## src/rtl/phaser_prog.sv

```systemverilog
// Programmable PHI2 generator for a 65C02: stretchable low/high phases, a run/stop
// point in the low phase, wait-state extension of the high phase and bus-control strobes.
module phaser_prog #(
  parameter int CNT_W = 4,
  parameter int EXT_W = 2
) (
  input  logic             clk,
  input  logic             resetn,
  input  logic             run,
  input  logic [CNT_W-1:0] lo_len,
  input  logic [CNT_W-1:0] hi_len,
  input  logic [EXT_W-1:0] ext_cnt,
  input  logic             ext_hold,
  output logic             cphi2,
  output logic             stopped,
  output logic             latch_ad,
  output logic             setup_cs,
  output logic             release_wr,
  output logic             release_cs,
  output logic [CNT_W-1:0] phase_cnt
);

  typedef enum logic [1:0] {
    LOW  = 2'd0,
    HIGH = 2'd1,
    EXT  = 2'd2
  } state_t;

  localparam logic [CNT_W-1:0] MIN_LEN = CNT_W'(3);
  localparam logic [CNT_W-1:0] ONE     = CNT_W'(1);
  localparam logic [CNT_W-1:0] TWO     = CNT_W'(2);

  state_t           st, nxt_st;
  logic [CNT_W-1:0] cnt, nxt_cnt, len_l, len_h;
  logic [EXT_W-1:0] ext_r, nxt_ext, ext_dec;
  logic             latch_len, nxt_stopped, nxt_ad, nxt_wr, nxt_cs;

  function automatic logic [CNT_W-1:0] clamp_len(input logic [CNT_W-1:0] v);
    return (v < MIN_LEN) ? MIN_LEN : v;
  endfunction

  // NOTE: every signal gets a default before the case so no path leaves one unassigned (no latches).
  always_comb begin
    nxt_st      = st;
    nxt_cnt     = cnt;
    nxt_ext     = ext_r;
    latch_len   = 1'b0;
    nxt_stopped = 1'b0;
    nxt_ad      = 1'b0;
    nxt_wr      = 1'b0;
    nxt_cs      = 1'b0;
    ext_dec     = (ext_r != '0) ? ext_r - EXT_W'(1) : '0;

    case (st)
      LOW: begin
        if (cnt == ONE && !run) begin
          nxt_stopped = 1'b1;
        end else if (cnt == ONE) begin
          nxt_cnt = TWO;
          nxt_ad  = 1'b1;
        end else if (cnt == len_l - ONE) begin
          nxt_st  = HIGH;
          nxt_cnt = '0;
        end else begin
          nxt_cnt = cnt + ONE;
        end
      end
      HIGH: begin
        if (cnt == '0) nxt_ext = ext_cnt;
        if (cnt == len_h - ONE) begin
          nxt_st    = LOW;
          nxt_cnt   = '0;
          nxt_cs    = 1'b1;
          latch_len = 1'b1;
        end else if (cnt == len_h - TWO) begin
          if (ext_r != '0 || ext_hold) begin
            nxt_st = EXT;
          end else begin
            nxt_cnt = len_h - ONE;
            nxt_wr  = 1'b1;
          end
        end else begin
          nxt_cnt = cnt + ONE;
        end
      end
      EXT: begin
        // Exit decision uses the post-decrement count so ext_cnt adds exactly ext_cnt clks.
        nxt_ext = ext_dec;
        if (ext_dec == '0 && !ext_hold) begin
          nxt_st  = HIGH;
          nxt_cnt = len_h - ONE;
          nxt_wr  = 1'b1;
        end
      end
      default: begin
        nxt_st  = LOW;
        nxt_cnt = '0;
        nxt_ext = '0;
      end
    endcase
  end

  // NOTE: state registers use non-blocking assignments so all of them update together on the edge.
  always_ff @(posedge clk) begin
    if (!resetn) begin
      st         <= LOW;
      cnt        <= '0;
      ext_r      <= '0;
      len_l      <= clamp_len(lo_len);
      len_h      <= clamp_len(hi_len);
      cphi2      <= 1'b0;
      stopped    <= 1'b0;
      latch_ad   <= 1'b0;
      setup_cs   <= 1'b0;
      release_wr <= 1'b0;
      release_cs <= 1'b0;
    end else begin
      st         <= nxt_st;
      cnt        <= nxt_cnt;
      ext_r      <= nxt_ext;
      cphi2      <= (nxt_st == HIGH) || (nxt_st == EXT);
      stopped    <= nxt_stopped;
      latch_ad   <= nxt_ad;
      setup_cs   <= nxt_ad;
      release_wr <= nxt_wr;
      release_cs <= nxt_cs;
      if (latch_len) begin
        len_l <= clamp_len(lo_len);
        len_h <= clamp_len(hi_len);
      end
    end
  end

  assign phase_cnt = cnt;

endmodule

```

## config.mk

```make
export PLATFORM = sky130hd
export DESIGN_NAME = phaser_prog
export DESIGN_NICKNAME = d
export VERILOG_FILES = /design/src/rtl/phaser_prog.sv
export SDC_FILE = /design/constraint.sdc
export NUM_CORES = 1
export LEC_CHECK = 0
export BUFFER_PORTS_ARGS = -buffer_cell sky130_fd_sc_hd__buf_4
export CAP_MARGIN = 25
export CORE_UTILIZATION = 52
export CTS_BUF_LIST = sky130_fd_sc_hd__clkbuf_4 sky130_fd_sc_hd__clkbuf_8
export CTS_CLUSTER_DIAMETER = 40
export DETAILED_ROUTE_END_ITERATION = 8
export GPL_ROUTABILITY_DRIVEN = 0
export GPL_TIMING_DRIVEN = 1
export MAX_ROUTING_LAYER = met4
export PLACE_DENSITY_LB_ADDON = 0.2
export SLEW_MARGIN = 40
export SYNTH_ARGS = -nofsm -noshare
export SYNTH_HDL_FRONTEND = slang
export SYNTH_SLANG_ARGS = --single-unit
```

## constraint.sdc

```tcl
create_clock -name clk -period 2.1 [get_ports clk]
set_input_delay 0.42 -clock clk [delete_from_list [all_inputs] [get_ports clk]]
set_output_delay 0.42 -clock clk [all_outputs]
set_load 0.02 [all_outputs]
```

==> impl_metrics.json <==
{
  "critical_path_class": "reg2reg",
  "cpPeakStageDelay_ns": 0.43,
  "ys_seq_area_share_pct": 35.2,
  "synthToLayoutAreaGrowth_pct": 32.4,
  "vias_per_cell": 5.78,
  "slowest_stage": "edfxtp_1",
  "p_leak_uw": 0.000832,
  "wire_per_inst_um": 15.7,
  "yosysWarnings": 0,
  "vias": 1307,
  "placed_cells_incl_taps": 217,
  "synth_compound_area_share_pct": 17.7,
  "cts_sinks": 21,
  "synthAdderAreaFrac_pct": 9.68,
  "crit_chain": "inv_2, ha_4, xnor2_1, or3_4, o21a_4, o31a_1, xor2_1, nor2_1",
  "stdcell_count": 226,
  "crit_start": "len_h[1]",
  "core_um2": 2520,
  "crit_cells": 8,
  "htreeDepth": 1,
  "cp_top_family": "compound AO/OA/AOI/OAI gates",
  "port_buffers": 23,
  "min-delay-start": "run",
  "syn_inst": 158,
  "grt_pass1_vias": 1239,
  "synth_edf_count": 8,
  "synthMuxAreaShare_pct": 0,
  "drt_iter0_markers": 39,
  "cts_made_buffers": 3,
  "track_usage_pct": 27.6,
  "critical_path.max_fanout": 3,
  "ioPinCount": 24,
  "hp-class": "in2reg",
  "end_kind": "flip-flop",
  "clock_latency_ns": 0.31,
  "worstPathArrival_ns": 2.37,
  "outcome": "finished, violations left",
  "worst_slew_pin_slew_ns": 0.388,
  "crit-reg2reg-launch": "len_h[1]",
  "p_per_area_nw_per_um2": 785,
  "finalMaxSlewViolations": 0,
  "clock_skew_ns": 0.00846,
  "post-route-min-period_ns": 2.15,
  "clk_pin_slew_ns": 0.11,
  "syn_area_per_cell_um2": 9.00,
  "cts_root_buffer": "clkbuf_4",
  "place_area_um2": 1720,
  "drt_pass1_iterations": 4,
  "antenna_cells": 0,
  "min_period_over_period_pct": 103,
  "setup_viol": 1,
  "reg2regPathDepth": 8,
  "final_area_um2": 1880,
  "core.rowCount": 18,
  "cap_violations": 0,
  "synth_xor_area_share_pct": 13.7,
  "yosysUniqueCellTypes": 43,
  "nets": 222,
  "violations": "setup timing",
  "start_util_pct": 56.3,
  "drtAntennaViolNets": 0,
  "rsz0062_at_grt": "yes",
  "wl_mm": 3.54,
  "holdBufCountCts": 0,
  "synthSimpleGateAreaFrac_pct": 17.0,
  "ir_worst_vdd_v": 0.000609,
  "synth_seq_cells": 21,
  "grt_max_degree": 12,
  "drc": 0,
  "die_h_um": 54.3,
  "fin_ws_ns": -0.0541,
  "syn_area_um2": 1420,
  "hold_viol": 0,
  "post-dp-hpwl_mm": 2.51,
  "cts_tree": "done",
  "max_freq_mhz": 464,
  "fp.dieW_um": 54.3,
  "worstPathBufferInverterCount": 1,
  "grt_pass1_wl_mm": 5.42,
  "fillers": 177,
  "grt_antenna_before_repair": 0,
  "synth.net_count": 183,
  "hold_depth": 2,
  "cp.required_ns": 2.31,
  "die-area_um2": 2950,
  "relSlewSlack_pct": 74.0,
  "clock_path_buffers": 2,
  "synth_top_family_by_area": "compound AO/OA/AOI/OAI gates",
  "power_uw": 1480,
  "overflow": 0,
  "ys.flop_type": "dfxtp_1",
  "startpoint_type": "flip-flop",
  "layout-drive-gt1-share_pct": 35.2,
  "async_reset_ff_share_pct": 0
}
## cell usage in the layout, fill, tap and decap left out, types with 7 or more instances in the layout
master     n
nand2_1   15
edfxtp_1   8
dfxtp_1   12
nor2_1    13
a21oi_1    7
buf_4     41
inv_1     10
ha_1       8
## per-stage QoR
step                setup TNS [ns]  hold WS [ns]  setup slack, ns  utilization, %
floorplan                        0         0.481          0.00479               -
global placement                 0         0.505           0.0170            68.4
global route                -0.503         0.279          -0.0926            74.6
CTS                        -0.0727         0.273          -0.0603            71.6
detailed placement         -0.0946         0.519          -0.0754            68.4
finish                     -0.0541         0.279          -0.0541            74.6
## cell families (layout without fill, tap and decap cells)
family | count (synthesis) | after routing
buf+inv | 22 | 60
simple gates | 51 | 51
fa+ha+maj | 11 | 11
xor+xnor | 17 | 17
compound gates | 36 | 36
flops | 21 | 21
## worst register-to-register path, stage by stage (launching register included)
cell and delay (ns):
edfxtp_1 0.43, inv_2 0.11, ha_4 0.20, xnor2_1 0.12, or3_4 0.42, o21a_4 0.23, o31a_1 0.32, xor2_1 0.19
nor2_1 0.06
## Yosys cell counts, types with 3 or more instances
cell type | n | area, um^2
nand2_1 | 15 | 56.3
nor2_1 | 14 | 52.6
dfxtp_1 | 13 | 260
inv_1 | 13 | 48.8
ha_1 | 11 | 138
edfxtp_1 | 8 | 240
o21ai_0 | 8 | 40.0
a21oi_1 | 7 | 35.0
xnor2_1 | 7 | 61.3
xor2_1 | 7 | 61.3
clkbuf_1 | 6 | 22.5
nand3_1 | 6 | 30.0
nor3_1 | 4 | 20.0
o21bai_1 | 4 | 30.0
and2_1 | 3 | 18.8
nand2b_1 | 3 | 18.8
## cell type report
cell class / count / area, um^2 / area share [%]
multi-input cells: 115 / 922 / 49.0
well taps: 30 / 37.5 / 1.99
inverters: 13 / 51.3 / 2.73
repair buffers: 43 / 339 / 18.0
flip-flops and latches: 21 / 502 / 26.7
clock buffers: 4 / 30.0 / 1.60
## sequential cells by signal, summed over array words and instances, names as in the netlist
name	count
stopped	1
ext_r	2
st	2
len_l	4
len_h	4
release_cs	1
phase_cnt	4
setup_cs	1
cphi2	1
release_wr	1
## timing repair
action,in CTS,in global routing
endpoints found under the hold margin,0,0
resized for setup,2,19
pin swaps,9,11
setup endpoints to repair,11,15
setup buffers,5,0
cloned,0,0
## per-layer routing
layer / share of wire, % / wire [um] / global-route usage (%) / vias up
met5: 0 / 0 / - / -
met4: 4.8 / 171 / 18.4 / 0
met3: 6.5 / 229 / 5.56 / 23
met2: 52 / 1850 / 45.9 / 59
met1: 37 / 1300 / 29.5 / 607
li1: - / - / - / 618
## power breakdown
group	internal, uW	switching, uW	leakage [uW]
clock	87.2	118	0.0000184
combinational	345	414	0.000631
sequential	469	43.1	0.000183
total	901	575	0.000832
## path summary, 6_finish.rpt
check	slack, ns	end
hold / removal	0.28	stopped
hold reg to reg	0.53	ext_r[0]
setup / recovery	-0.05	cphi2
setup reg to reg	-0.05	cphi2
Note: power is estimated with default switching activity, not from simulation.
